File: src/rtl/rv32m_defs.sv
// Purpose: shared RV32M definitions for the iterative multiply/divide unit:
//          operand width, iteration count, funct3 op codes and FSM states.
// Ports:   none (package).
package rv32m_defs;

  localparam int unsigned XLEN  = 32;
  localparam int unsigned ITERS = 32;
  localparam int unsigned CNT_W = $clog2(ITERS);
  localparam int unsigned RF_AW = 5;

  localparam logic [2:0] F3_MUL    = 3'b000;
  localparam logic [2:0] F3_MULH   = 3'b001;
  localparam logic [2:0] F3_MULHSU = 3'b010;
  localparam logic [2:0] F3_MULHU  = 3'b011;
  localparam logic [2:0] F3_DIV    = 3'b100;
  localparam logic [2:0] F3_DIVU   = 3'b101;
  localparam logic [2:0] F3_REM    = 3'b110;
  localparam logic [2:0] F3_REMU   = 3'b111;

  typedef enum logic [1:0] {
    IDLE = 2'd0,
    CALC = 2'd1,
    DONE = 2'd2
  } state_t;

endpackage

File: src/rtl/muldiv_step.sv
// Purpose: one combinational iteration of the multiply/divide datapath.
// Ports:   i_div_mode - 0: shift-add multiply step, 1: restoring divide step
//          i_acc      - upper accumulator (product high / partial remainder)
//          i_part     - partial operand (multiplier+product low / dividend+quotient)
//          i_opnd     - multiplicand or divisor
//          o_acc      - next accumulator
//          o_part     - next partial operand
module muldiv_step
  import rv32m_defs::*;
(
  input  logic            i_div_mode,
  input  logic [XLEN-1:0] i_acc,
  input  logic [XLEN-1:0] i_part,
  input  logic [XLEN-1:0] i_opnd,
  output logic [XLEN-1:0] o_acc,
  output logic [XLEN-1:0] o_part
);

  logic [XLEN:0] w_sum;
  logic [XLEN:0] w_shift;
  logic [XLEN:0] w_diff;
  logic          w_borrow;

  always_comb begin
    w_sum    = {1'b0, i_acc} + (i_part[0] ? {1'b0, i_opnd} : '0);
    w_shift  = {i_acc, i_part[XLEN-1]};
    w_diff   = w_shift - {1'b0, i_opnd};
    // Remainder stays below the divisor, so the top diff bit is a clean borrow flag.
    w_borrow = w_diff[XLEN];
    if (i_div_mode) begin
      o_acc  = w_borrow ? w_shift[XLEN-1:0] : w_diff[XLEN-1:0];
      o_part = {i_part[XLEN-2:0], ~w_borrow};
    end else begin
      o_acc  = w_sum[XLEN:1];
      o_part = {w_sum[0], i_part[XLEN-1:1]};
    end
  end

endmodule

File: src/rtl/muldiv_unit.sv
// Purpose: iterative RV32M multiply/divide unit feeding the GPR write port.
// Ports:   clk, rst          - clock, synchronous active-high reset
//          start, kill       - op request (sampled when idle), flush
//          funct3            - RV32M operation
//          rs1_data/rs2_data - operands A and B
//          rd_addr           - destination register, captured with start
//          busy              - op in flight (accept edge through write-back)
//          wb_enable/addr/data - single-cycle GPR write-back beat
module muldiv_unit
  import rv32m_defs::*;
(
  input  logic             clk,
  input  logic             rst,
  input  logic             start,
  input  logic             kill,
  input  logic [2:0]       funct3,
  input  logic [XLEN-1:0]  rs1_data,
  input  logic [XLEN-1:0]  rs2_data,
  input  logic [RF_AW-1:0] rd_addr,
  output logic             busy,
  output logic             wb_enable,
  output logic [RF_AW-1:0] wb_addr,
  output logic [XLEN-1:0]  wb_data
);

  localparam logic [XLEN-1:0] XLEN_MIN = {1'b1, {(XLEN-1){1'b0}}};

  state_t           r_state,   w_state_nxt;
  logic [CNT_W-1:0] r_cnt,     w_cnt_nxt;
  logic [2:0]       r_f3,      w_f3_nxt;
  logic [RF_AW-1:0] r_rd,      w_rd_nxt;
  logic [XLEN-1:0]  r_acc,     w_acc_nxt;
  logic [XLEN-1:0]  r_part,    w_part_nxt;
  logic [XLEN-1:0]  r_opnd,    w_opnd_nxt;
  logic             r_neg_res, w_neg_res_nxt;
  logic             r_neg_rem, w_neg_rem_nxt;
  logic             r_busy,    w_busy_nxt;
  logic             r_wb_en,   w_wb_en_nxt;
  logic [RF_AW-1:0] r_wb_addr, w_wb_addr_nxt;
  logic [XLEN-1:0]  r_wb_data, w_wb_data_nxt;

  logic              w_sgn_a, w_sgn_b, w_neg_a, w_neg_b;
  logic [XLEN-1:0]   w_mag_a, w_mag_b;
  logic              w_div0, w_ovf;
  logic [XLEN-1:0]   w_special;
  logic [XLEN-1:0]   w_step_acc, w_step_part;
  logic [2*XLEN-1:0] w_prod, w_prod_fix;
  logic [XLEN-1:0]   w_quot, w_rem, w_result;

  // Operand signedness and magnitudes of the incoming request.
  assign w_sgn_a = (funct3 == F3_MULH) || (funct3 == F3_MULHSU) ||
                   (funct3 == F3_DIV)  || (funct3 == F3_REM);
  assign w_sgn_b = (funct3 == F3_MULH) || (funct3 == F3_DIV) || (funct3 == F3_REM);
  assign w_neg_a = w_sgn_a & rs1_data[XLEN-1];
  assign w_neg_b = w_sgn_b & rs2_data[XLEN-1];
  assign w_mag_a = w_neg_a ? (~rs1_data + XLEN'(1)) : rs1_data;
  assign w_mag_b = w_neg_b ? (~rs2_data + XLEN'(1)) : rs2_data;

  // Divide special cases resolved at accept time.
  assign w_div0 = funct3[2] && (rs2_data == '0);
  assign w_ovf  = funct3[2] && !funct3[0] && (rs1_data == XLEN_MIN) && (rs2_data == '1);

  always_comb begin
    if (w_div0) w_special = funct3[1] ? rs1_data : '1;
    else        w_special = funct3[1] ? '0 : XLEN_MIN;
  end

  muldiv_step u_step (
    .i_div_mode (r_f3[2]),
    .i_acc      (r_acc),
    .i_part     (r_part),
    .i_opnd     (r_opnd),
    .o_acc      (w_step_acc),
    .o_part     (w_step_part)
  );

  // Sign fix-up and result select applied to the final iteration's output.
  always_comb begin
    w_prod     = {w_step_acc, w_step_part};
    w_prod_fix = r_neg_res ? (~w_prod + (2*XLEN)'(1)) : w_prod;
    w_quot     = r_neg_res ? (~w_step_part + XLEN'(1)) : w_step_part;
    w_rem      = r_neg_rem ? (~w_step_acc + XLEN'(1)) : w_step_acc;
    if (r_f3[2])             w_result = r_f3[1] ? w_rem : w_quot;
    else if (r_f3 == F3_MUL) w_result = w_prod_fix[XLEN-1:0];
    else                     w_result = w_prod_fix[2*XLEN-1:XLEN];
  end

  // Next-state and next-register logic.
  always_comb begin
    w_state_nxt   = r_state;
    w_cnt_nxt     = r_cnt;
    w_f3_nxt      = r_f3;
    w_rd_nxt      = r_rd;
    w_acc_nxt     = r_acc;
    w_part_nxt    = r_part;
    w_opnd_nxt    = r_opnd;
    w_neg_res_nxt = r_neg_res;
    w_neg_rem_nxt = r_neg_rem;
    w_busy_nxt    = r_busy;
    w_wb_en_nxt   = 1'b0;
    w_wb_addr_nxt = r_wb_addr;
    w_wb_data_nxt = r_wb_data;

    case (r_state)
      IDLE: begin
        if (start) begin
          w_f3_nxt      = funct3;
          w_rd_nxt      = rd_addr;
          w_cnt_nxt     = '0;
          w_acc_nxt     = '0;
          // Multiply is commutative, so A/B slot the same way for both modes.
          w_part_nxt    = w_mag_a;
          w_opnd_nxt    = w_mag_b;
          w_neg_res_nxt = w_neg_a ^ w_neg_b;
          w_neg_rem_nxt = w_neg_a;
          w_busy_nxt    = 1'b1;
          if (w_div0 || w_ovf) begin
            w_state_nxt   = DONE;
            w_wb_en_nxt   = 1'b1;
            w_wb_addr_nxt = rd_addr;
            w_wb_data_nxt = w_special;
          end else begin
            w_state_nxt   = CALC;
          end
        end
      end
      CALC: begin
        w_acc_nxt  = w_step_acc;
        w_part_nxt = w_step_part;
        w_cnt_nxt  = r_cnt + CNT_W'(1);
        if (r_cnt == CNT_W'(ITERS - 1)) begin
          w_state_nxt   = DONE;
          w_wb_en_nxt   = 1'b1;
          w_wb_addr_nxt = r_rd;
          w_wb_data_nxt = w_result;
        end
      end
      DONE: begin
        w_state_nxt = IDLE;
        w_busy_nxt  = 1'b0;
      end
      default: begin
        w_state_nxt = IDLE;
        w_busy_nxt  = 1'b0;
      end
    endcase

    // Flush overrides everything; write-back registers keep their old beat.
    if (kill) begin
      w_state_nxt   = IDLE;
      w_busy_nxt    = 1'b0;
      w_wb_en_nxt   = 1'b0;
      w_wb_addr_nxt = r_wb_addr;
      w_wb_data_nxt = r_wb_data;
    end
  end

  always_ff @(posedge clk) begin
    if (rst) begin
      r_state   <= IDLE;
      r_cnt     <= '0;
      r_f3      <= '0;
      r_rd      <= '0;
      r_acc     <= '0;
      r_part    <= '0;
      r_opnd    <= '0;
      r_neg_res <= 1'b0;
      r_neg_rem <= 1'b0;
      r_busy    <= 1'b0;
      r_wb_en   <= 1'b0;
      r_wb_addr <= '0;
      r_wb_data <= '0;
    end else begin
      r_state   <= w_state_nxt;
      r_cnt     <= w_cnt_nxt;
      r_f3      <= w_f3_nxt;
      r_rd      <= w_rd_nxt;
      r_acc     <= w_acc_nxt;
      r_part    <= w_part_nxt;
      r_opnd    <= w_opnd_nxt;
      r_neg_res <= w_neg_res_nxt;
      r_neg_rem <= w_neg_rem_nxt;
      r_busy    <= w_busy_nxt;
      r_wb_en   <= w_wb_en_nxt;
      r_wb_addr <= w_wb_addr_nxt;
      r_wb_data <= w_wb_data_nxt;
    end
  end

  assign busy      = r_busy;
  // A flush in the write-back cycle must suppress the strobe in that same cycle.
  assign wb_enable = r_wb_en & ~kill;
  assign wb_addr   = r_wb_addr;
  assign wb_data   = r_wb_data;

endmodule

File: config.mk
export PLATFORM = sky130hd
export DESIGN_NAME = muldiv_unit
export DESIGN_NICKNAME = d
export VERILOG_FILES = /design/src/rtl/rv32m_defs.sv /design/src/rtl/muldiv_step.sv /design/src/rtl/muldiv_unit.sv
export SDC_FILE = /design/constraint.sdc
export NUM_CORES = 1
export LEC_CHECK = 0
export ABC_AREA = 1
export BUFFER_PORTS_ARGS = -buffer_cell sky130_fd_sc_hd__buf_2
export CORE_MARGIN = 2
export CORE_UTILIZATION = 39
export DETAILED_ROUTE_END_ITERATION = 6
export GPL_TIMING_DRIVEN = 0
export PLACE_DENSITY = 0.52
export SLEW_MARGIN = 20
export SYNTH_ARGS = -nofsm -noshare
export SYNTH_HDL_FRONTEND = slang
export SYNTH_SLANG_ARGS = --single-unit
File: constraint.sdc
create_clock -name clk -period 6.1 [get_ports clk]
set_input_delay 0.305 -clock clk [delete_from_list [all_inputs] [get_ports clk]]
set_output_delay 0.305 -clock clk [all_outputs]
set_load 0.01 [all_outputs]
==> key figures <==
Worst setup path
  • Worst r2r dst: wb_data[8]$_SDFFE_PP0P_
  • Setup crit end kind: register
  • R2r setup slk: 0.29 ns
  • Req. time, crit path: 6.45 ns
  • Worst-case reg-to-reg path depth: 37
  • R2r startpoint: r_part[31]$_SDFFE_PP0P_
  • CP Max Fanout: 8
  • Crit path arrival time: 6.16 ns
  • Top Family by Delay on Critical Path: simple AND/OR/NAND/NOR gates
  • Worst path max stage delay: 0.47 ns
  • Startpoint types: register
  • Worst path buffer plus inverter count: 5
  • Critical Path Slowest Stage Cell: fa_1
  • WS Path Type: register to register

Placed design
  • Placer congestion estimate: 1.03
  • HPWL Detailed: 71500 µm
  • IO Port Bufs: 113
  • Placement Setup Slack: 0.261 ns

Floorplanning
  • I/O pin cnt: 115
  • Die area: 47600 µm²
  • Die Height: 218 µm
  • Core ar.: 45300 µm²
  • Starting Density: 0.395
  • Die Wd: 218 µm
  • Number of placement rows: 78

Finish
  • Area Growth Syn to Fin: 10.9%
  • Final Core Density: 0.438
  • # nets final: 3508
  • Share of layout cells above drive strength 1: 0.0964

Timing
  • Minimum clock period: 5.81 ns
  • Final Hold Vio Count: 0
  • Post-Route Skew: 0.0162 ns
  • # setup viols final: 0
  • Setup TNS: 0 ns
  • Worst-margin pin slew: 1.07 ns
  • Fmax: 0.172 GHz
  • RSZ-0062 raised after global routing: true
  • Slew Limit Fails: 0
  • Final period util: 0.952
  • Final setup margin: 0.291 ns
  • Relative slew slack: 0.278

Route
  • Via/cell ratio: 5.49
  • Via count: 21800
  • TritonRoute pass-1 iters: 6
  • Routed wire per std cell: 21.6 µm
  • Post-DRT Antenna Nets: 0
  • # DRC: 0
  • Final wirelength: 85600 µm
  • Starting DRT DRC Count: 2304

Logic synthesis
  • Commonest cells post-synth: 988 x nand2_1, 424 x inv_1, 307 x nor2_1
  • Synth cell types: 53
  • Top-area cell type share of the netlist area: 0.207
  • Number of synthesized flops with an enable pin: 0
  • Yosys top cell by area: nand2_1
  • Post-Syn Area: 17900 µm²
  • Synth Area per Inst: 5.55 µm²
  • Async set or reset register ratio after synthesis: 0
  • Most frequent cell after synthesis: nand2_1
  • Ys flop type: dfxtp_1
  • Ys Warns: 0
  • Post-synthesis sequential area ratio: 0.170
  • Synth area leaders: nand2_1 21%, dfxtp_1 17%, inv_1 8.9%, nand3_1 6.9%, nor2_1 6.4%
  • Seq cells post-synth: 152
  • Syn_nets: 3371
  • Cell count after synthesis: 3222

Clock tree
  • Clock slew at reported path FFs: 0.08 ns
  • CTS tree: built
  • Max Buffers Root-to-Sink: 2
  • Root Driver: clkbuf_16
  • CTS buffer count: 17
  • CTS sink cnt: 152
  • CTS Hold Bufs: 0
  • Later-pin clock latency in the skew report: 0.50 ns
  • H-tree Lvls: 4

Global routing
  • Antenna violations before repair: 1
  • Largest net degree at the start of global routing: 17
  • Grt total ovfl: 0
  • Number of global-route vias before repair: 19900
  • First-pass GRT wire length: 125000 µm
  • Gr usage total: 0.357

Job
  • Max-cap check violation count: 0

Hold path
  • Hold Path Sink: r_rd[2]$_SDFFE_PP0P_
  • Hold depth: 3
  • Min-delay src: rd_addr[2]
  • Worst hold path class: input port to register

Status
  • Status: completed

Pwr
  • Max IR drop VDD: 0.216 mV
  • Pwr/cell area: 215 nW/µm²
  • Leakage: 10.1 nW
## worst max-delay path by stage
stage | startpoint | end | cells past startpoint | slack [ns]
floorplan | r_part[31]$_SDFFE_PP0P_ | wb_data[8]$_SDFFE_PP0P_ | 36 | 2.03
global placement | r_part[31]$_SDFFE_PP0P_ | wb_data[14]$_SDFFE_PP0P_ | 35 | 0.27
detailed placement | r_part[31]$_SDFFE_PP0P_ | wb_data[14]$_SDFFE_PP0P_ | 35 | 0.26
CTS | r_part[31]$_SDFFE_PP0P_ | wb_data[14]$_SDFFE_PP0P_ | 35 | 0.23
global route | r_part[31]$_SDFFE_PP0P_ | wb_data[8]$_SDFFE_PP0P_ | 37 | -0.1
finish | r_part[31]$_SDFFE_PP0P_ | wb_data[8]$_SDFFE_PP0P_ | 37 | 0.29
## registers in the layout (all words and copies together), names as in the netlist
register and count:
r_acc 32, r_opnd 32, r_part 32, r_neg_res 1, busy 1, wb_addr 5
wb_data 32, r_f3 3, r_cnt 5, r_wb_en 1, r_neg_rem 1, r_state 2
r_rd 5
## per-stage QoR
| step | cell area, µm² | total power, W | hold WS, ns | cells |
|---|---|---|---|---|
| final | 19800 | 0.00427 | 0.0476 | 3972 |
| after global routing | 19800 | 0.00450 | 0.0594 | 3972 |
| after CTS | 19800 | 0.00421 | 0.0219 | 3966 |
| after detailed placement | 19200 | 0.00312 | 0.460 | 3935 |
| after global placement | 19200 | 0.00311 | 0.452 | 3935 |
| after floorplan | 17900 | 0.00243 | 0.439 | 3222 |
## worst reg2reg max path: cells and delay by family, from the launching register on
kind                     cells  cell delay [ns]
AND/OR/NAND/NOR             27             3.52
AO/OA/AOI/OAI                1             0.07
XOR/XNOR                     1             0.30
buffers and inverters        5             0.61
adder cells (fa/ha/maj)      3             0.83
flip-flops                   1             0.32
## kinds of logic (layout without fill, tap and decap cells)
group | after synthesis | after routing | synth area share
xor+xnor | 97 | 97 | 0.0475
buf+inv | 555 | 704 | 0.122
simple gates | 1791 | 1791 | 0.436
mux | 4 | 4 | 0.00224
flops | 152 | 152 | 0.170
compound gates | 550 | 550 | 0.171
other cells | 0 | 1 | 0
fa+ha+maj | 73 | 73 | 0.0519
## repair_timing
action,4_1_cts,5_1_grt
endpoints found under the setup margin,0,5
endpoints found under the hold margin,0,0
setup buffers,0,5
gates resized for setup,0,3
## placed cells by master (no fill, tap or decap), drive strengths merged, types with 8 or more instances in the layout
cell	instances
o21bai	12
ha	71
nand3b	19
a31oi	44
nand3	259
xnor2	26
nand2	1048
xor2	71
inv	433
clkbuf	97
nor2	334
dfxtp	152
clkinv	8
nand4	47
buf	161
o211ai	17
nor3	45
o21ai	216
a21oi	233
nor4	9
or2	25
## routing by layer
layer | GRT usage | part of all wire | up-vias
met1 | 0.531 | 0.47 | 10000
met5 | 0 | 0 | -
met3 | 0.0569 | 0.091 | 112
met2 | 0.503 | 0.39 | 1032
met4 | 0.149 | 0.041 | 0
li1 | - | - | 10600
## layout make-up
class / count / area, µm²
Buffer: 122 / 554
Clock buffer: 18 / 429
Antenna cell: 1 / 2.50
Tap cell: 600 / 751
Timing Repair Buffer: 118 / 603
Inverter: 433 / 1630
Sequential cell: 152 / 3040
Multi-Input combinational cell: 2515 / 12700
Fill cell: 5176 / 25500
Clock inverter: 13 / 140
## report_power, final
group | switching (W) | total, W | leakage [nW] | internal (W)
Clock | 0.000522 | 0.00109 | 0.265 | 0.000569
Combinational | 0.00147 | 0.00204 | 8.61 | 0.000568
Sequential | 0.0000742 | 0.00114 | 1.24 | 0.00106
Note: power is estimated with default switching activity, not from simulation.
